==> src/rtl/alu_pkg.sv <==
// rtl/alu_pkg.sv - shared ALU opcode definitions
package alu_pkg;

  typedef enum logic [2:0] {
    ADD          = 3'd0,
    SUBTR        = 3'd1,
    MUL          = 3'd2,
    ARTH_SHIFT_R = 3'd3,
    SHIFT_L      = 3'd4,
    SHIFT_R      = 3'd5
  } operator_t;

  localparam logic [2:0] OP_LAST = 3'd5;

  function automatic logic is_illegal_op(input logic [2:0] op);
    return op > OP_LAST;
  endfunction

endpackage

==> src/rtl/alu_sat_counter.sv <==
// rtl/alu_sat_counter.sv - saturating event counter
module alu_sat_counter #(
  parameter int CNT_WIDTH = 16
) (
  input  logic                 clk,
  input  logic                 rst,
  input  logic                 inc,
  output logic [CNT_WIDTH-1:0] count
);

  logic [CNT_WIDTH-1:0] count_q;
  logic [CNT_WIDTH-1:0] count_d;

  always_comb begin
    count_d = count_q;
    if (inc && (count_q != {CNT_WIDTH{1'b1}})) begin
      count_d = count_q + 1'b1;
    end
  end

  always_ff @(posedge clk) begin
    if (rst) begin
      count_q <= '0;
    end else begin
      count_q <= count_d;
    end
  end

  assign count = count_q;

endmodule

==> src/rtl/alu_issue_stage.sv <==
// rtl/alu_issue_stage.sv - registered issue/retire wrapper around the combinational ALU
module alu_issue_stage
  import alu_pkg::*;
#(
  parameter  int WIDTH     = 8,
  parameter  int CNT_WIDTH = 16,
  localparam int OUT_WIDTH = WIDTH * 2
) (
  input  logic                 clk,
  input  logic                 rst,
  input  logic                 in_valid,
  output logic                 in_ready,
  input  logic [WIDTH-1:0]     num_1,
  input  logic [WIDTH-1:0]     num_2,
  input  logic [2:0]           op_select,
  output logic [WIDTH-1:0]     alu_num_1,
  output logic [WIDTH-1:0]     alu_num_2,
  output logic [2:0]           alu_op_select,
  input  logic [OUT_WIDTH-1:0] alu_result,
  output logic                 out_valid,
  input  logic                 out_ready,
  output logic [OUT_WIDTH-1:0] out_result,
  output logic                 out_err,
  output logic [CNT_WIDTH-1:0] op_count,
  output logic [CNT_WIDTH-1:0] err_count
);

  // ready_en_q keeps in_ready low in the cycle right after reset
  logic                 ready_en_q;
  logic                 a_valid_q, a_valid_d;
  logic [WIDTH-1:0]     a_num1_q, a_num1_d;
  logic [WIDTH-1:0]     a_num2_q, a_num2_d;
  logic [2:0]           a_op_q, a_op_d;
  logic                 out_valid_q, out_valid_d;
  logic [OUT_WIDTH-1:0] out_result_q, out_result_d;
  logic                 out_err_q, out_err_d;
  logic                 b_free, a_adv, in_xfer, a_err;

  always_comb begin
    b_free       = !out_valid_q || out_ready;
    a_adv        = a_valid_q && b_free;
    in_ready     = ready_en_q && (!a_valid_q || a_adv);
    in_xfer      = in_valid && in_ready;
    a_err        = is_illegal_op(a_op_q);
    a_valid_d    = a_valid_q;
    a_num1_d     = a_num1_q;
    a_num2_d     = a_num2_q;
    a_op_d       = a_op_q;
    out_valid_d  = out_valid_q;
    out_result_d = out_result_q;
    out_err_d    = out_err_q;
    if (in_xfer) begin
      a_valid_d = 1'b1;
      a_num1_d  = num_1;
      a_num2_d  = num_2;
      a_op_d    = op_select;
    end else if (a_adv) begin
      a_valid_d = 1'b0;
    end
    if (a_adv) begin
      out_valid_d  = 1'b1;
      out_result_d = a_err ? '0 : alu_result;
      out_err_d    = a_err;
    end else if (out_ready) begin
      out_valid_d = 1'b0;
    end
  end

  always_ff @(posedge clk) begin
    if (rst) begin
      ready_en_q   <= 1'b0;
      a_valid_q    <= 1'b0;
      a_num1_q     <= '0;
      a_num2_q     <= '0;
      a_op_q       <= '0;
      out_valid_q  <= 1'b0;
      out_result_q <= '0;
      out_err_q    <= 1'b0;
    end else begin
      ready_en_q   <= 1'b1;
      a_valid_q    <= a_valid_d;
      a_num1_q     <= a_num1_d;
      a_num2_q     <= a_num2_d;
      a_op_q       <= a_op_d;
      out_valid_q  <= out_valid_d;
      out_result_q <= out_result_d;
      out_err_q    <= out_err_d;
    end
  end

  assign alu_num_1     = a_num1_q;
  assign alu_num_2     = a_num2_q;
  assign alu_op_select = a_op_q;
  assign out_valid     = out_valid_q;
  assign out_result    = out_result_q;
  assign out_err       = out_err_q;

  alu_sat_counter #(.CNT_WIDTH(CNT_WIDTH)) u_op_cnt (
    .clk   (clk),
    .rst   (rst),
    .inc   (in_xfer),
    .count (op_count)
  );

  alu_sat_counter #(.CNT_WIDTH(CNT_WIDTH)) u_err_cnt (
    .clk   (clk),
    .rst   (rst),
    .inc   (in_xfer && is_illegal_op(op_select)),
    .count (err_count)
  );

endmodule

==> config.mk <==
export PLATFORM = sky130hd
export DESIGN_NAME = alu_issue_stage
export DESIGN_NICKNAME = d
export VERILOG_FILES = /design/src/rtl/alu_pkg.sv /design/src/rtl/alu_sat_counter.sv /design/src/rtl/alu_issue_stage.sv
export SDC_FILE = /design/constraint.sdc
export NUM_CORES = 1
export LEC_CHECK = 0
export ABC_AREA = 0
export BUFFER_PORTS_ARGS = -buffer_cell sky130_fd_sc_hd__buf_2
export CAP_MARGIN = 30
export CORE_ASPECT_RATIO = 0.9
export CORE_UTILIZATION = 49
export CTS_CLUSTER_DIAMETER = 120
export DETAILED_ROUTE_END_ITERATION = 10
export PLACE_DENSITY = 0.82
export SYNTH_ARGS = -nofsm -noshare
export SYNTH_HDL_FRONTEND = slang
export SYNTH_SLANG_ARGS = --single-unit
==> constraint.sdc <==
create_clock -name clk -period 1.8 [get_ports clk]
set_input_delay 0.09 -clock clk [delete_from_list [all_inputs] [get_ports clk]]
set_output_delay 0.09 -clock clk [all_outputs]
set_load 0.005 [all_outputs]
==> results.md <==
- Outcome: complete, no violations
- Sequential area share after synthesis: 48.6%
- Crit-path leading delay family: simple AND/OR/NAND/NOR gates
- Period utilization: between 90% and 100%
- Seq pwr share: between 50% and 60%
- Req. time, crit path: 2.09 ns
- Initial antenna violation count: 0
- Tightest Pin Transition: 0.728 ns
- Fillers: 462
- Placed cell count: 516
- Post-synth EDFFs: 0
- Routed Antenna Nets: 0
- Vias per cell: 5.27
- Worst Skew: between 0.003 and 0.004 ns
- Layout Utilization: 72.7%
- Final min period: 1.70 ns
- Psw: 0.781 mW
- DIE AREA: 0.00628 mm²
- Final Instance Count excl. Fillers: 567
- Maximum ir drop on the vdd rail: 506 µV
- Combinational Power Share: 9.0%
- Ys flop type: dfxtp_1
- Worst Path Arrival: 2.00 ns
- Site row count: 26
- Adder-Cell Fraction of Synth Area: 0.855%
- Clock tree buffer depth: 2
- Clock latency on the worst-skew pair: 0.35 ns
- Cell taking the most area after synthesis: dfxtp_1
- Simple-gate share of the synthesized area: a little over a quarter
- Total GRT Usage: between 20% and 30%
- FMAX: 587 MHz
- Cells on worst reg2reg path: 6
- Internal power: 2.40 mW
- WL final: approximately 8000 µm
- Htree depth: 3
- FF-to-FF Start: u_op_cnt.count[1]
- # nets final: 533
- Register cell area after layout: between 0.001 and 0.0015 mm²
- Die width: 83.4 µm
- Vias in the first global route: 2666
- Hold crit path type: in -> reg
- Clk pwr share: 39.7%
- Ys Warns: 0
- Switching Share: 24.5%
- Fraction of layout cells with a size suffix above 1: between 30% and 40%
- Starting Density: 51.1%
- Worst hold start: alu_result[15]
- Mapped Area: between 0.002 and 0.003 mm²
- Synth-to-layout area growth: 42.2%
- Leakage: 1.81 nW
- Pin count of the biggest net entering global routing: 53
- Power per Cell Area: between 700 and 800 mW/mm²
- Die height: about 75 µm
- Mapped Avg Cell Area: 8.63 µm²
- Crit-path cells: ha_1 -> nand2_1 -> nor4_4 -> nand4_1 -> a211oi_1 -> a31o_1
- Synth cell types: 40
- Largest stage delay on the critical path: 0.38 ns
- Inserted Clock Buffers: 9
- First drt pass iteration count: 4
- Final Power: 3.18 mW
- Drt drc: 0
- Final GP Congestion: 0.899
- Reg2reg end: u_op_cnt.count[12]
- Critical Path End Type: register
- Hold endpoint: out_result[15]
- Critical-path top delay cell: dfxtp_2
- Proportion of synthesized area in mux cells: 0.684%
- Max-Cap Viols: 0
- Setup slack, reg-to-reg: 0.1 ns
- Port bufs: 108
- Main combinational cell family by area after synthesis: simple AND/OR/NAND/NOR gates
- Setup CP Type: reg -> reg
- Via Count: 2986
- CP bufs+invs: 0
- Synth Area in Compound Gates: a little over an eighth
- Max-slew violation count: 0
- Footprint of the multi-input gates: 0.00143 mm²
- Core area: 0.00573 mm²
- Critical path launch point type: register
- Routed WL per cell: roughly 14 µm
- Post-synthesis register bit count: slightly above 70
- I/O pin cnt: 109
- CTS tree: done
- Remaining Overflow, GRT: 0
- Synth Net Count: 380
- Sink Count: 71
- Async S/R FF share, synth: 0%
- Area contributors post-synth: dfxtp_1 (49%), nand2_1 (6.8%), nor2_1 (6.0%)
- First-pass GRT wire length: 12100 µm
- Final setup vio count: 0
- Ant diodes: 0
- Post-synth top area share: 48.6%
- Root Buffer: clkbuf_8
- Detail Placement HPWL: around 5100 µm
- Max-slew headroom: 51.4%
- Reg clk slew, reported paths: 0.08 ns
- Cells after Synth: 339
- Hold Path Cell Cnt: 3
- Xor and xnor area share after synthesis: 6.29%
- DRT iter0 DRCs: 111
- Max Fanout on Critical Path: 6
- Final hold vios: 0
[flip-flops by register name, indices dropped and copies added, names as in the netlist, 3 cells and up]
register / cells
alu_num_1: 8
alu_num_2: 8
alu_op_select: 3
out_result: 16
u_err_cnt.count: 16
u_op_cnt.count: 16
[repair_timing]
item	4_1_cts	5_1_grt
hold buffers	34	0
buffers inserted	0	1
endpoints found under the setup margin	0	2
gates resized for setup	0	2
endpoints found under the hold margin	34	0
[worst max-delay path by stage]
stage / start / depth (start not counted) / slack (ns) / to
global route: u_op_cnt.count[1] / 6 / -0.01 / u_op_cnt.count[12]
CTS: u_op_cnt.count[1] / 6 / 0.09 / u_op_cnt.count[12]
detailed placement: u_op_cnt.count[1] / 6 / 0.12 / u_op_cnt.count[6]
floorplan: u_op_cnt.count[0] / 6 / 0.20 / u_op_cnt.count[6]
global placement: u_op_cnt.count[1] / 6 / 0.22 / u_op_cnt.count[6]
finish: u_op_cnt.count[1] / 6 / 0.1 / u_op_cnt.count[12]
[stage by stage]
step	TNS (ns)	hold WS [ns]	area, µm²	worst slack, ns
after floorplan	0	0.226	2930	0.197
after global placement	0	0.327	3610	0.216
after detailed placement	0	0.334	3610	0.125
after CTS	0	0.00481	4150	0.0912
after global routing	-0.0139	0.0182	4160	-0.0139
final	0	0.0156	4160	0.0952
[synthesized netlist by cell type (all sizes together), types with 3 or more instances]
| cell | n |
|---|---|
| buf | 7 |
| a211oi | 5 |
| nand2 | 53 |
| nand4 | 10 |
| dfxtp | 71 |
| xnor2 | 16 |
| clkbuf | 8 |
| o21ai | 3 |
| a31o | 3 |
| nor2 | 48 |
| nor3 | 11 |
| xor2 | 5 |
| inv | 5 |
| a22oi | 16 |
| nor4 | 3 |
| and3 | 7 |
| a21oi | 31 |
| nand3 | 14 |
[cells by family after synthesis]
| kind of cell | after synthesis |
|---|---|
| multiplexers | 2 |
| buffers and inverters | 20 |
| AO/OA/AOI/OAI | 62 |
| AND/OR/NAND/NOR | 161 |
| flip-flops | 71 |
| adder cells (fa/ha/maj) | 2 |
| XOR/XNOR | 21 |
[final cells by class]
class	instances	area share, %
multi-input cells	248	34.3
flip-flops and latches	71	34.2
repair buffers	157	24.2
clock buffers	9	2.98
well taps	70	2.11
clock inverters	7	1.74
inverters	5	0.451
[per-layer routing]
| metal | global-route usage [%] | up-vias | part of all wire [%] |
|---|---|---|---|
| met4 | 12.1 | 0 | 2.2 |
| li1 | - | 1486 | - |
| met2 | 42.7 | 115 | 49 |
| met5 | 0 | - | 0 |
| met3 | 6.72 | 23 | 5.7 |
| met1 | 29.0 | 1362 | 43 |
[worst min-delay path, stage by stage]
cell and delay (ns):
buf_2 0.08, a22oi_1 0.06, nor2_1 0.10
[cells in the final DEF, fill, tap and decap left out, types with 3 or more instances in the layout]
| cell type | netlist | routed |
|---|---|---|
| buf_2 | 5 | 108 |
| dfxtp_1 | 71 | 70 |
| nand2_1 | 53 | 53 |
| nor2_1 | 47 | 47 |
| dlygate4sd3_1 | 0 | 34 |
| a21oi_1 | 29 | 29 |
| xnor2_1 | 16 | 16 |
| a22oi_1 | 16 | 16 |
| nand3_1 | 14 | 14 |
| buf_4 | 0 | 14 |
| nor3_1 | 11 | 11 |
| nand4_1 | 9 | 9 |
| clkbuf_8 | 0 | 9 |
| and3_1 | 7 | 7 |
| inv_1 | 5 | 5 |
| xor2_1 | 5 | 5 |
| a211oi_1 | 5 | 5 |
| o21ai_0 | 3 | 3 |
[power groups by stage]
stage	Clock (mW)	Combinational [mW]	Sequential, mW
after detailed placement	0	0.223	1.67
after global placement	0	0.219	1.67
final	1.26	0.285	1.63
after global routing	1.36	0.314	1.64
after floorplan	0	0.103	1.67
after CTS	1.31	0.281	1.63
Power figures use the tool's default switching activity.
